$ cat src/rtl/vga_wave_display_if.sv
// Capture-RAM read port seen by the VGA waveform renderer.
// Handshake: no valid/ready; rd_addr is presented every cycle and sample_data answers it exactly one cycle later, with no stalls.
interface vga_wave_display_if #(
  parameter int NUM_CH = 4,
  parameter int ADDR_W = 10
);
  logic              write_finish;
  logic [NUM_CH-1:0] sample_data;
  logic [ADDR_W-1:0] rd_addr;

  modport master (
    input  write_finish,
    input  sample_data,
    output rd_addr
  );

  modport slave (
    output write_finish,
    output sample_data,
    input  rd_addr
  );
endinterface

$ cat src/rtl/vga_wave_display.sv
// VGA timing plus stacked logic-analyzer lanes with horizontal grid, 2-stage pixel pipeline.
// Optional macro VGA_VGRID_EN adds vertical time-division grid lines every VGRID_PITCH pixels.
module vga_wave_display #(
  parameter int H_ACTIVE    = 1024,
  parameter int H_FP        = 24,
  parameter int H_SYNC      = 136,
  parameter int H_BP        = 160,
  parameter int V_ACTIVE    = 768,
  parameter int V_FP        = 3,
  parameter int V_SYNC      = 6,
  parameter int V_BP        = 29,
  parameter int NUM_CH      = 4,
  parameter int HI_OFF      = 12,
  parameter int LO_OFF      = 170,
  parameter int ADDR_W      = 10,
  parameter int VGRID_PITCH = 128
) (
  input  logic                clk65,
  input  logic                reset,
  vga_wave_display_if.master  cap,
  output logic [2:0]          RGBpin,
  output logic                H_sync_pin,
  output logic                V_sync_pin,
  output logic [10:0]         pixel_number,
  output logic [9:0]          line_number,
  output logic                frame_start
);

  localparam int H_TOTAL = H_ACTIVE + H_FP + H_SYNC + H_BP;
  localparam int V_TOTAL = V_ACTIVE + V_FP + V_SYNC + V_BP;
  localparam int LANE_H  = V_ACTIVE / NUM_CH;
  localparam int LANE_W  = (NUM_CH > 1) ? $clog2(NUM_CH) : 1;

  localparam logic [10:0] H_LAST   = 11'(H_TOTAL - 1);
  localparam logic [10:0] H_ACT    = 11'(H_ACTIVE);
  localparam logic [10:0] HS_START = 11'(H_ACTIVE + H_FP);
  localparam logic [10:0] HS_END   = 11'(H_ACTIVE + H_FP + H_SYNC);
  localparam logic [9:0]  V_LAST   = 10'(V_TOTAL - 1);
  localparam logic [9:0]  V_ACT    = 10'(V_ACTIVE);
  localparam logic [9:0]  VS_START = 10'(V_ACTIVE + V_FP);
  localparam logic [9:0]  VS_END   = 10'(V_ACTIVE + V_FP + V_SYNC);
  localparam logic [9:0]  ROW_LAST = 10'(LANE_H - 1);
  localparam logic [9:0]  ROW_HI   = 10'(HI_OFF);
  localparam logic [9:0]  ROW_LO   = 10'(LO_OFF);
  localparam logic [LANE_W-1:0] LANE_LAST = LANE_W'(NUM_CH - 1);

  localparam bit CFG_OK = (NUM_CH >= 1) && (NUM_CH <= 8) && (HI_OFF < LO_OFF) &&
                          (LO_OFF < LANE_H) && ((1 << ADDR_W) >= H_ACTIVE) &&
                          (VGRID_PITCH > 0) && (H_TOTAL <= 2048) && (V_TOTAL <= 1024);
  if (!CFG_OK) begin : g_bad_cfg
    $error("vga_wave_display: inconsistent parameter set");
  end

  // Stage 0: counters
  logic [10:0]       h_cnt;
  logic [9:0]        v_cnt;
  logic [LANE_W-1:0] lane_cnt;
  logic [9:0]        row_cnt;
  logic              h_last;
  logic              v_last;

  assign h_last = (h_cnt == H_LAST);
  assign v_last = (v_cnt == V_LAST);

  // Lane/row track v incrementally; lane saturates so blanking lines never index past NUM_CH-1.
  always_ff @(posedge clk65 or posedge reset) begin
    if (reset) begin
      h_cnt    <= '0;
      v_cnt    <= '0;
      lane_cnt <= '0;
      row_cnt  <= '0;
    end else if (h_last) begin
      h_cnt <= '0;
      if (v_last) begin
        v_cnt    <= '0;
        lane_cnt <= '0;
        row_cnt  <= '0;
      end else begin
        v_cnt <= v_cnt + 10'd1;
        if (row_cnt == ROW_LAST) begin
          row_cnt <= '0;
          if (lane_cnt != LANE_LAST) lane_cnt <= lane_cnt + 1'b1;
        end else begin
          row_cnt <= row_cnt + 10'd1;
        end
      end
    end else begin
      h_cnt <= h_cnt + 11'd1;
    end
  end

  logic vgrid0;
`ifdef VGA_VGRID_EN
  localparam logic [10:0] VG_LAST = 11'(VGRID_PITCH - 1);
  logic [10:0] vg_cnt;

  always_ff @(posedge clk65 or posedge reset) begin
    if (reset)                 vg_cnt <= '0;
    else if (h_last)           vg_cnt <= '0;
    else if (vg_cnt == VG_LAST) vg_cnt <= '0;
    else                       vg_cnt <= vg_cnt + 11'd1;
  end

  assign vgrid0 = (vg_cnt == 11'd0) && (h_cnt != 11'd0);
`else
  assign vgrid0 = 1'b0;
`endif

  logic active0;
  logic hs0;
  logic vs0;
  logic red0;

  assign active0      = (h_cnt < H_ACT) && (v_cnt < V_ACT);
  assign hs0          = (h_cnt >= HS_START) && (h_cnt < HS_END);
  assign vs0          = (v_cnt >= VS_START) && (v_cnt < VS_END);
  assign red0         = active0 && (((row_cnt == 10'd0) && (lane_cnt != '0)) || vgrid0);
  assign cap.rd_addr  = (h_cnt < H_ACT) ? ADDR_W'(h_cnt) : '0;
  assign pixel_number = h_cnt;
  assign line_number  = v_cnt;
  // Gated by reset so the held-at-zero counters do not fake a frame start while in reset.
  assign frame_start  = (h_cnt == 11'd0) && (v_cnt == 10'd0) && !reset;

  // Stage 1: align counter-derived state with the RAM read data
  logic              s1_active;
  logic              s1_hs;
  logic              s1_vs;
  logic              s1_red;
  logic              s1_first;
  logic [LANE_W-1:0] s1_lane;
  logic [9:0]        s1_row;
  logic [NUM_CH-1:0] prev_data;
  logic              frame_valid;

  always_ff @(posedge clk65 or posedge reset) begin
    if (reset) begin
      s1_active   <= 1'b0;
      s1_hs       <= 1'b0;
      s1_vs       <= 1'b0;
      s1_red      <= 1'b0;
      s1_first    <= 1'b0;
      s1_lane     <= '0;
      s1_row      <= '0;
      prev_data   <= '0;
      frame_valid <= 1'b0;
    end else begin
      s1_active <= active0;
      s1_hs     <= hs0;
      s1_vs     <= vs0;
      s1_red    <= red0;
      s1_first  <= (h_cnt == 11'd0);
      s1_lane   <= lane_cnt;
      s1_row    <= row_cnt;
      prev_data <= cap.sample_data;
      if (frame_start) frame_valid <= cap.write_finish;
    end
  end

  logic cur_bit;
  logic prev_bit;
  logic level_px;
  logic edge_px;
  logic trace_px;

  assign cur_bit  = cap.sample_data[s1_lane];
  assign prev_bit = s1_first ? cur_bit : prev_data[s1_lane];
  assign level_px = cur_bit ? (s1_row == ROW_HI) : (s1_row == ROW_LO);
  assign edge_px  = (cur_bit != prev_bit) && (s1_row >= ROW_HI) && (s1_row <= ROW_LO);
  assign trace_px = s1_active && frame_valid && (level_px || edge_px);

  // Stage 2: registered pins
  always_ff @(posedge clk65 or posedge reset) begin
    if (reset) begin
      RGBpin     <= 3'b000;
      H_sync_pin <= 1'b1;
      V_sync_pin <= 1'b1;
    end else begin
      RGBpin     <= {trace_px, trace_px, s1_red};
      H_sync_pin <= ~s1_hs;
      V_sync_pin <= ~s1_vs;
    end
  end

endmodule

$ cat src/flat_wrapper.sv
// flat-port wrapper written by rule: the top's interface ports become plain ports
module vga_wave_display_flat 
#(
  parameter int H_ACTIVE    = 1024,
  parameter int H_FP        = 24,
  parameter int H_SYNC      = 136,
  parameter int H_BP        = 160,
  parameter int V_ACTIVE    = 768,
  parameter int V_FP        = 3,
  parameter int V_SYNC      = 6,
  parameter int V_BP        = 29,
  parameter int NUM_CH      = 4,
  parameter int HI_OFF      = 12,
  parameter int LO_OFF      = 170,
  parameter int ADDR_W      = 10,
  parameter int VGRID_PITCH = 128
)
  (clk65, reset, RGBpin, H_sync_pin, V_sync_pin, pixel_number, line_number, frame_start, cap_write_finish, cap_sample_data, cap_rd_addr);
  vga_wave_display_if #(.NUM_CH(NUM_CH), .ADDR_W(ADDR_W)) cap_i ();
  input  logic clk65;
  input  logic reset;
  output logic [2:0] RGBpin;
  output logic H_sync_pin;
  output logic V_sync_pin;
  output logic [10:0] pixel_number;
  output logic [9:0] line_number;
  output logic frame_start;
  input wire logic [$bits(cap_i.write_finish)-1:0] cap_write_finish;
  input wire logic [$bits(cap_i.sample_data)-1:0] cap_sample_data;
  output wire logic [$bits(cap_i.rd_addr)-1:0] cap_rd_addr;
  assign cap_i.write_finish = cap_write_finish;
  assign cap_i.sample_data = cap_sample_data;
  assign cap_rd_addr = cap_i.rd_addr;
  vga_wave_display #(.H_ACTIVE(H_ACTIVE), .H_FP(H_FP), .H_SYNC(H_SYNC), .H_BP(H_BP), .V_ACTIVE(V_ACTIVE), .V_FP(V_FP), .V_SYNC(V_SYNC), .V_BP(V_BP), .NUM_CH(NUM_CH), .HI_OFF(HI_OFF), .LO_OFF(LO_OFF), .ADDR_W(ADDR_W), .VGRID_PITCH(VGRID_PITCH)) u_core (.clk65(clk65), .reset(reset), .cap(cap_i), .RGBpin(RGBpin), .H_sync_pin(H_sync_pin), .V_sync_pin(V_sync_pin), .pixel_number(pixel_number), .line_number(line_number), .frame_start(frame_start));
endmodule
$ cat config.mk
export PLATFORM = sky130hd
export DESIGN_NAME = vga_wave_display_flat
export DESIGN_NICKNAME = d
export VERILOG_FILES = /design/src/rtl/vga_wave_display_if.sv /design/src/rtl/vga_wave_display.sv /design/src/flat_wrapper.sv
export SDC_FILE = /design/constraint.sdc
export NUM_CORES = 1
export LEC_CHECK = 0
export CAP_MARGIN = 10
export CORE_MARGIN = 5
export CORE_UTILIZATION = 67
export DETAILED_ROUTE_END_ITERATION = 6
export DONT_BUFFER_PORTS = 1
export MAX_ROUTING_LAYER = met4
export PLACE_DENSITY = 0.83
export REMOVE_ABC_BUFFERS = 1
export SYNTH_ARGS = -nofsm -noshare
export SYNTH_HDL_FRONTEND = slang
export SYNTH_SLANG_ARGS = --single-unit
$ cat constraint.sdc
create_clock -name clk65 -period 4.4 [get_ports clk65]
set_input_delay 0.88 -clock clk65 [delete_from_list [all_inputs] [get_ports clk65]]
set_output_delay 0.88 -clock clk65 [all_outputs]
set_load 0.03 [all_outputs]
# Word-level counts from Yosys, hierarchy flattened
# Index checks and enable logic that the tools add are counted.
# Widths: inputs -> output; s select.
# totals
regBits,59
input_bits,7
out_inout_bits,37
# op_classes
addsub,4
n_lt_le_gt_ge,9
n_eq_ne,7
muxes,14
bitwise_logic,2
reduce_logical,20
# ops
operator,n
$mux 10,4
$lt 11x11->1 const B,2
$add 10x1->10 const B,2
$eq 10x8->1 const B,2
$logic_not 10->1,2
$lt 10x10->1 const B,2
$add 11x1->11 const B,1
$eq 11x11->1 const B,1
$ge 11x11->1 const B,1
$logic_and 1x1->1,11
$logic_not 11->1,1
$mux 11,1
$eq 10x10->1 const B,1
$eq 10x4->1 const B,1
$ge 10x10->1 const B,1
$ge 10x4->1 const B,1
$le 10x8->1 const B,1
$mux 2,3
$reduce_bool 2->1,3
$bmux 1 s2,2
$mux 1,4
$lt 2x3->1 const B,1
$reduce_and 3->1,1
$add 2x1->2 const B,1
5 further kinds,6

# Longest topological paths before layout
# Gate-level depths: netlist of run 1.
# depth
depth_word,8
depth_mapped,8

# Worst setup path after synthesis of run 1
# No wires, ideal clock.
# synth_path
path_kind,register to output
startpoint,register u_core.v_cnt[4] (netlist: u_core.line_number[4])
endpoint,output port frame_start
arrival_ns,1.775
path_slack_ns,1.745
path_stages_with_launch,5
cell_sequence,dfrtp_1 -> or3_1 -> or2_2 -> nor4b_1 -> and2_1
# synth_via
elab_chain_len,3
# synth_rtl
item,line,rtl
start: declaration,vga_wave_display.sv:56,logic [9:0] v_cnt;
start signal: assignment,vga_wave_display.sv:79,v_cnt <= v_cnt + 10'd1;
$logic_not 10->1,vga_wave_display.sv:122,assign frame_start = (h_cnt == 11'd0) && (v_cnt == 10'd0) && !reset;
$logic_and 1x1->1 (2 in a row),vga_wave_display.sv:122,
end: declaration,flat_wrapper.sv:27,output logic frame_start;
# No other way between the ends.

# Worst setup path after layout of run 1
# layout_path
startpoint,register u_core.v_cnt[6] (netlist: u_core.line_number[6])
endpoint,output port frame_start
# The elaborated chain is that of the path after synthesis.

==> results of run 1 <==
## flip-flops by register name (all words and copies together), names as in the netlist, 2 cells and up
| register | cells |
|---|---|
| u_core.line_number | 10 |
| u_core.lane_cnt | 2 |
| u_core.s1_row | 10 |
| u_core.RGBpin | 2 |
| u_core.s1_lane | 2 |
| u_core.row_cnt | 10 |
| u_core.pixel_number | 11 |
| u_core.prev_data | 4 |
## final timing paths
kind                                              start                    end
worst max-delay path              u_core.line_number[6]            frame_start
worst min-delay path                       u_core.s1_hs      u_core.H_sync_pin
worst max register to register  u_core.pixel_number[10]     u_core.lane_cnt[0]
worst min register to register             u_core.s1_hs      u_core.H_sync_pin
max in group asynchronous                         reset      u_core.s1_lane[1]
min in group asynchronous                         reset  u_core.line_number[0]
## stage by stage
step           power, W  cells  setup WS, ns  utilization [%]
2_1_floorplan  0.000567    256          1.45                -
3_3_place_gp   0.000571    309          1.45             70.1
3_5_place_dp   0.000571    309          1.50             70.1
4_1_cts         0.00104    325          1.09             74.7
5_1_grt         0.00106    325         0.950             74.7
6_report        0.00103    325          1.07             74.7
## synth_stat cells, types with 3 or more instances
cell	count	area, um2
nor3_1	7	35.0
and2_1	3	18.8
nand3_1	14	70.1
o21ai_0	20	100
ha_1	10	125
inv_1	13	48.8
a21oi_1	5	25.0
nor4b_1	3	26.3
a21o_1	3	22.5
nor4_1	4	25.0
nand2_1	23	86.3
nand2b_1	5	31.3
a211oi_1	3	22.5
nor2_1	15	56.3
nand4_1	5	31.3
o41ai_1	3	26.3
xor2_1	3	26.3
a31oi_1	6	37.5
dfrtp_1	57	1430
a2111oi_0	3	26.3
xnor2_1	7	61.3
and3_1	4	25.0
nor2b_1	10	62.6
mux2_2	3	33.8
or3_1	4	25.0
clkbuf_1	9	33.8
## worst register-to-register path, stage by stage, from the launching register on
cell      delay, ns
dfrtp_1        0.82
and4bb_1       0.34
or4b_1         0.71
or3_1          0.48
mux2_2         0.27
## area by class of cell
cell class / count / share of cell area, %
clock buffer: 10 / 4.24
clock inverter: 6 / 1.91
inverter: 13 / 1.62
multi-input combinational: 184 / 40.3
sequential: 59 / 49.1
tap: 50 / 2.08
timing repair buffer: 3 / 0.748
## routing by layer
layer / vias to the layer above / wire (um) / global-route usage, %
li1: 962 / - / -
met5: - / 0 / -
met1: 1009 / 2500 / 31.6
met2: 75 / 2820 / 34.6
met3: 9 / 352 / 8.68
met4: 0 / 85 / 9.68
## cell families after synthesis
family / Yosys count
AND/OR/NAND/NOR: 109
adder cells (fa/ha/maj): 10
AO/OA/AOI/OAI: 49
multiplexers: 6
XOR/XNOR: 10
flip-flops: 59
buffers and inverters: 25
## power by group
group / internal (W) / switching, W / leakage (nW)
combinational: 0.00000330 / 0.0000115 / 0.463
clock: 0.000257 / 0.000210 / 0.0958
sequential: 0.000545 / 0.000000677 / 0.788
total: 0.000805 / 0.000222 / 1.35
==> flow_summary.toml, run 1 <==
[critical_path]
worstRegToRegCells = 4
critPathBufInv = 0
worst_path_largest_cell_delay_ns = 0.53
cp_top_family = "simple AND/OR/NAND/NOR gates"
crit_path_top_delay_cell = "dfrtp_1"
cp.depth = 4
start_kind = "flop"
required_ns = 3.52
critPathKind = "flop to output port"
cp_max_fo = 5
endpoint_kind = "output port"
crit_arrival_ns = 2.45
rrSetupSlack_ns = 1.67
crit_chain = "or3_1 > or2_2 > nor4b_1 > and2_1"

[sta]
finalSetupViolations = 0
holdWs_ns = 0.350
clock.fmax_ghz = 0.300
grt_setup_unrepaired = "false"
fin_skew_ns = 0.00654
maxSlewViolCount = 0
max-slew-margin-rel_pct = 41.5
fin_crit_sh_pct = 75.6
finalSetupTns_ns = 0
worst_pin_slew_ns = 0.873
min_period_ns = 3.33
hold_viol_final = 0

[synthesis]
synth_top_family_by_area = "simple AND/OR/NAND/NOR gates"
synthMuxAreaShare_pct = 3.18
ys_async_sr_fraction_pct = 100
ys_seq_area_share_pct = 52.9
synth_edf_count = 0
yosys_most_used_dff = "dfrtp_1"
ys_seq_elements = 59
avgSynthCellArea_um2 = 10.4
yosys.area_share.simple_pct = 21.6
synth.distinct_cells = 45
syn_area_um2 = 2800
yosys_warnings = 0
synthCells = 268
synth_xor_area_share_pct = 3.13
synth_compound_area_share_pct = 11.0
synth_fa_ha_area_share_pct = 4.47

[placed_design]
hpwl_um = 3730
dpl_cell_area_um2 = 2830
io_buffers = 0
place_congestion = 0.890

[status]
outcome = "finished clean"

[global_routing]
grt_use_total_pct = 24.2
antenna_found_initial = 0
grt_pass1_wl_um = 9660
grt_pass1_vias = 1989
overflow = 0
grt_max_degree = 47

[hold_path]
whs_path_depth = 1
hold_path_class = "flop to flop"

[cts]
ctsResizeCount = 0
clockBufferDepth = 2
cts_tree = "yes"
numCtsBuffers = 9
cts_max_level = 3
cts_hold_buf = 0
clk_latency_ns = 0.34
cts_root_buf = "clkbuf_8"
clkSinkCount = 59
clkTransAtPathRegs_ns = 0.07
cts_setup_buffers = 0

[detailed_routing]
drt-total-wl_um = 5760
drt_iter0_drc = 267
wl_per_cell_um = 17.7
route.detailed.drc = 0
vias_per_cell = 6.32
final_antenna_net_count = 0
num_vias = 2055
detail_route.first_pass.iterations = 4

[floorplan]
die-area_um2 = 5570
initial_utilization_pct = 69.4
core_area_um2 = 4030
die_y_um = 74.6
rows = 23
fp.dieW_um = 74.6
io_pins = 44

[cells_and_area]
layout_commonest_cell = "dfrtp_1"
regArea_um2 = 1480
area_growth_pct = 7.60
fillers = 267
drive_gt1_share_pct = 10.2
final_cell_mix = "57 x dfrtp_1, 23 x nand2_1, 20 x o21ai_0"
multiInputGateArea_um2 = 1210
postLayoutCellArea_um2 = 3010
insertedDiodeCount = 0
nNetsFinal = 287

[power]
powerDensity_nw_per_um2 = 341
p_leak_nw = 1.35
ir_drop_mv = 0.283

[run]
drv_cap = 0
Power figures use the tool's default switching activity.
==> inputs of run 2 (changes only) <==
CORE_UTILIZATION = 62   (was 67)
PLACE_DENSITY = 0.78   (was 0.83)
clock period = 3.47 ns   (was 4.4 ns; I/O delays follow)
==> run 2 against run 1 <==
Effect of this change:
- combinational power is 25% higher
- first-iteration DRC count is 38% lower
- worst setup slack worse by 0.57 ns
- utilization is 3.1 points lower
- cell count is 1.2% higher
- die area is 7.0% higher
- clock power is 83% higher
- critical endpoint unchanged
==> flow_summary.toml, run 2 (synthesized netlist as in run 1, its figures left out) <==
[detailed_routing]
drt-total-wl_um = 5690
route.detailed.drc = 0
final_antenna_net_count = 0
wl_per_cell_um = 17.3
num_vias = 2059
detail_route.first_pass.iterations = 4
vias_per_cell = 6.26
drt_iter0_drc = 166

[placed_design]
io_buffers = 0
place_congestion = 0.832
dpl_cell_area_um2 = 2840
hpwl_um = 3970

[sta]
fin_skew_ns = 0.00681
worst_pin_slew_ns = 0.813
min_period_ns = 2.96
fin_crit_sh_pct = 85.4
grt_setup_unrepaired = "false"
max-slew-margin-rel_pct = 45.6
finalSetupTns_ns = 0
finalSetupViolations = 0
clock.fmax_ghz = 0.337
hold_viol_final = 0
maxSlewViolCount = 0

[cells_and_area]
fin_util_pct = 71.6
insertedDiodeCount = 0
drive_gt1_share_pct = 10.8
largest_reg_flops = 11
final_cell_mix = "57 x dfrtp_1, 23 x nand2_1, 20 x o21ai_0"
layout_commonest_cell = "dfrtp_1"
fillers = 304
postLayoutCellArea_um2 = 3120
area_growth_pct = 11.4
nNetsFinal = 289

[cts]
cts_tree = "yes"
clkTransAtPathRegs_ns = 0.07
clockBufferDepth = 2
ctsResizeCount = 0
clkSinkCount = 59
cts_hold_buf = 0
numCtsBuffers = 9
cts_max_level = 3
cts_root_buf = "clkbuf_8"
cts_setup_buffers = 0
clk_latency_ns = 0.33

[critical_path]
start_kind = "flop"
critPathKind = "flop to output port"
reg2reg_to = "u_core.lane_cnt[0]"
crit_arrival_ns = 2.27
crit_start = "u_core.line_number[6]"
r2r_start = "u_core.pixel_number[0]"
rrSetupSlack_ns = 0.79
endpoint_kind = "output port"
cp_max_fo = 5
required_ns = 2.78
worstRegToRegCells = 5

[global_routing]
grt_max_degree = 41
antenna_found_initial = 0
grt_pass1_vias = 2022
grt_pass1_wl_um = 9780
overflow = 0
grt_use_total_pct = 21.1

[floorplan]
initial_utilization_pct = 64.3
rows = 24
io_pins = 44
core_area_um2 = 4350
fp.dieW_um = 77.2
die-area_um2 = 5960
die_y_um = 77.2

[power]
powerDensity_nw_per_um2 = 502
ir_drop_mv = 0.407
p_leak_nw = 1.40

[run]
drv_cap = 0

[status]
outcome = "finished clean"

[hold_path]
hold_path_class = "input port to asynchronous set/reset pin"
==> run 2: changes by cell type in the layout (fill, tap and decap cells not counted), sizes merged <==
cell	previous run	this run
clkinv	4	0
bufinv	1	4
clkbuf	10	12
buf	3	5
clkinvlp	1	0
==> run 2: worst max-delay path, stage by stage (launching register included) <==
cell,delay [ns]
dfrtp_1,0.53
or3_1,0.43
or2_2,0.30
nor4b_1,0.29
and2_1,0.39
==> run 2: layer usage <==
layer  up-vias  global-route usage, %  wire length [um]
li1        965                      -                 -
met2        70                   30.2              2730
met5         -                      -                 0
met4         0                   7.56                85
met1      1014                   28.5              2500
met3        10                   6.32               369
==> run 2: power by group <==
part / leakage [nW] / switching, W / internal (W)
clock network: 0.137 / 0.000266 / 0.000590
registers: 0.788 / 0.000000915 / 0.000691
logic: 0.474 / 0.0000143 / 0.00000419
==> run 2: how the worst max path moves through the flow <==
| stage | to | slack (ns) | cells past startpoint |
|---|---|---|---|
| after floorplan | u_core.lane_cnt[0] | 0.52 | 5 |
| after global placement | frame_start | 0.90 | 4 |
| after detailed placement | u_core.lane_cnt[0] | 0.83 | 5 |
| after CTS | frame_start | 0.50 | 4 |
| after global routing | frame_start | 0.41 | 4 |
| final | frame_start | 0.51 | 4 |
==> run 2: final cells by class <==
| cell class | instances | area (um2) | share of cell area [%] |
|---|---|---|---|
| Clock buffer | 12 | 155 | 4.98 |
| Clock inverter | 4 | 120 | 3.85 |
| Inverter | 13 | 48.8 | 1.57 |
| Multi-Input combinational cell | 184 | 1210 | 38.9 |
| Sequential cell | 59 | 1480 | 47.4 |
| Tap cell | 52 | 65.1 | 2.09 |
| Timing Repair Buffer | 5 | 37.5 | 1.20 |
==> run 2: through the flow <==
stage | hold slack [ns] | power, W | cells | setup WS (ns)
after detailed placement | 0.335 | 0.000724 | 313 | 0.828
final | 0.224 | 0.00157 | 329 | 0.507
after global placement | 0.333 | 0.000724 | 313 | 0.901
after global routing | 0.252 | 0.00161 | 329 | 0.408
after floorplan | 0.331 | 0.000719 | 256 | 0.524
after CTS | 0.233 | 0.00157 | 329 | 0.496
==> inputs of run 3 (changes only) <==
CORE_UTILIZATION = 65   (was 62)
CTS_BUF_LIST = sky130_fd_sc_hd__clkbuf_8   (was unset)
PLACE_DENSITY = 0.81   (was 0.78)
==> run 3 against run 2 <==
Effect of this change:
- power decreased by 9.9%
- worst hold slack improved by 0.095 ns
- combinational power increased by 6%
- first-iteration DRC count increased by 13%
- non-clock buffer count increased by 1
- sequential power about the same
- routed wire length increased by 5.0%
- clock skew increased by 0.0019 ns
- sequential share of layout area increased by 0.66 points
- global-route usage increased by 3.3 points
==> flow_summary.toml, run 3 (synthesized netlist as in run 1, its figures left out) <==
[status]
outcome = "finished clean"

[placed_design]
place_congestion = 0.900
io_buffers = 0
dpl_cell_area_um2 = 2850
dp_cells = 312
hpwl_um = 4100

[cells_and_area]
layout_commonest_cell = "dfrtp_1"
postLayoutCellArea_um2 = 3080
drive_gt1_share_pct = 11.2
nNetsFinal = 290
area_growth_pct = 9.93
largest_reg_flops = 11
final_cells = 328
final_cell_mix = "57 x dfrtp_1, 23 x nand2_1, 20 x o21ai_0"
insertedDiodeCount = 0

[run]
drv_cap = 0

[global_routing]
grt_max_degree = 31
grt_use_total_pct = 24.4
grt_pass1_wl_um = 9800
antenna_found_initial = 0
grt.busiest_layer = "met2"
use_met1_pct = 29.3
grtUsageMet2_pct = 36.8
use_met3_pct = 7.92
grt_pass1_vias = 2094
overflow = 0

[power]
ir_drop_mv = 0.371
p_leak_nw = 1.38
powerDensity_nw_per_um2 = 459

[detailed_routing]
drt_iter0_drc = 188
detail_route.first_pass.iterations = 4
route.detailed.drc = 0
vias_per_cell = 6.52
wl_per_cell_um = 18.2
drt-total-wl_um = 5970
final_antenna_net_count = 0
num_vias = 2137

[sta]
max-slew-margin-rel_pct = 42.7
finalSetupViolations = 0
fin_crit_sh_pct = 90.0
min_period_ns = 3.12
fin_skew_ns = 0.00869
hold_viol_final = 0
clock.fmax_ghz = 0.320
grt_setup_unrepaired = "false"
worst_pin_slew_ns = 0.856
finalSetupTns_ns = 0
holdWs_ns = 0.319
maxSlewViolCount = 0

[critical_path]
critPathBufInv = 0
cp_top_family = "simple AND/OR/NAND/NOR gates"
required_ns = 2.78
start_kind = "flop"
crit_arrival_ns = 2.43
crit_path_top_delay_cell = "dfrtp_1"
critPathKind = "flop to output port"
worst_path_largest_cell_delay_ns = 0.52
crit_chain = "or3_1 > or2_2 > nor4b_1 > and2_1"
cp_max_fo = 4
endpoint_kind = "output port"

[cts]
clk_latency_ns = 0.33
cts_setup_buffers = 0
clkSinkCount = 59
ctsResizeCount = 0
clockBufferDepth = 2
clkTransAtPathRegs_ns = 0.07
cts_tree = "yes"
cts_hold_buf = 0
cts_root_buf = "clkbuf_8"
cts_max_level = 3
numCtsBuffers = 9

[floorplan]
core_area_um2 = 4090
rows = 23
initial_utilization_pct = 68.5
fp.dieW_um = 75.6
io_pins = 44
die-area_um2 = 5720
die_y_um = 75.6

[hold_path]
hold_path_class = "input port to asynchronous set/reset pin"
-- run 3: cell count changes in the layout (fill, tap and decap cells not counted) --
cell / before / now
buf_4: 5 / 6
bufinv_16: 4 / 2
clkbuf_1: 1 / 0
clkinv_2: 0 / 1
clkinvlp_4: 0 / 1
inv_1: 12 / 13
-- run 3: layer usage --
metal  vias to the layer above  share of wire, %
li1                        971                 -
met1                      1044                40
met2                       106                49
met3                        16               8.3
met4                         0               2.5
met5                         -                 0
-- run 3: path summary, 6_finish.rpt --
kind	start	to	slack (ns)	cells past startpoint
worst max-delay path	u_core.line_number[4]	frame_start	0.35	4
worst max register to register	u_core.line_number[4]	u_core.lane_cnt[0]	0.86	6
max in group asynchronous	reset	u_core.H_sync_pin	2.39	2
worst min-delay path	reset	u_core.line_number[1]	0.32	1
worst min register to register	u_core.s1_vs	u_core.V_sync_pin	0.35	1
min in group clk65	u_core.s1_vs	u_core.V_sync_pin	0.35	1
-- run 3: layout make-up --
type	instances	area (um2)
Clock inverter	5	76.3
Timing Repair Buffer	6	45.0
Multi-Input combinational cell	184	1210
Clock buffer	11	151
Sequential cell	59	1480
Inverter	13	48.8
Fill cell	275	1010
Tap cell	50	62.6
-- run 3: per-stage QoR --
| stage | util [%] | total power, W | setup WS, ns |
|---|---|---|---|
| 6_report | 75.3 | 0.00141 | 0.346 |
| 5_1_grt | 75.3 | 0.00147 | 0.214 |
| 4_1_cts | 75.3 | 0.00142 | 0.363 |
| 3_5_place_dp | 69.7 | 0.000725 | 0.738 |
| 3_3_place_gp | 69.7 | 0.000725 | 0.727 |
| 2_1_floorplan | - | 0.000719 | 0.524 |
-- run 3: report_power, final --
| group | leakage (nW) | total, W | internal, W | switching [W] |
|---|---|---|---|---|
| Combinational | 0.477 | 0.0000197 | 0.00000492 | 0.0000148 |
| Clock | 0.117 | 0.000700 | 0.000439 | 0.000260 |
| Sequential | 0.788 | 0.000692 | 0.000691 | 0.000000735 |
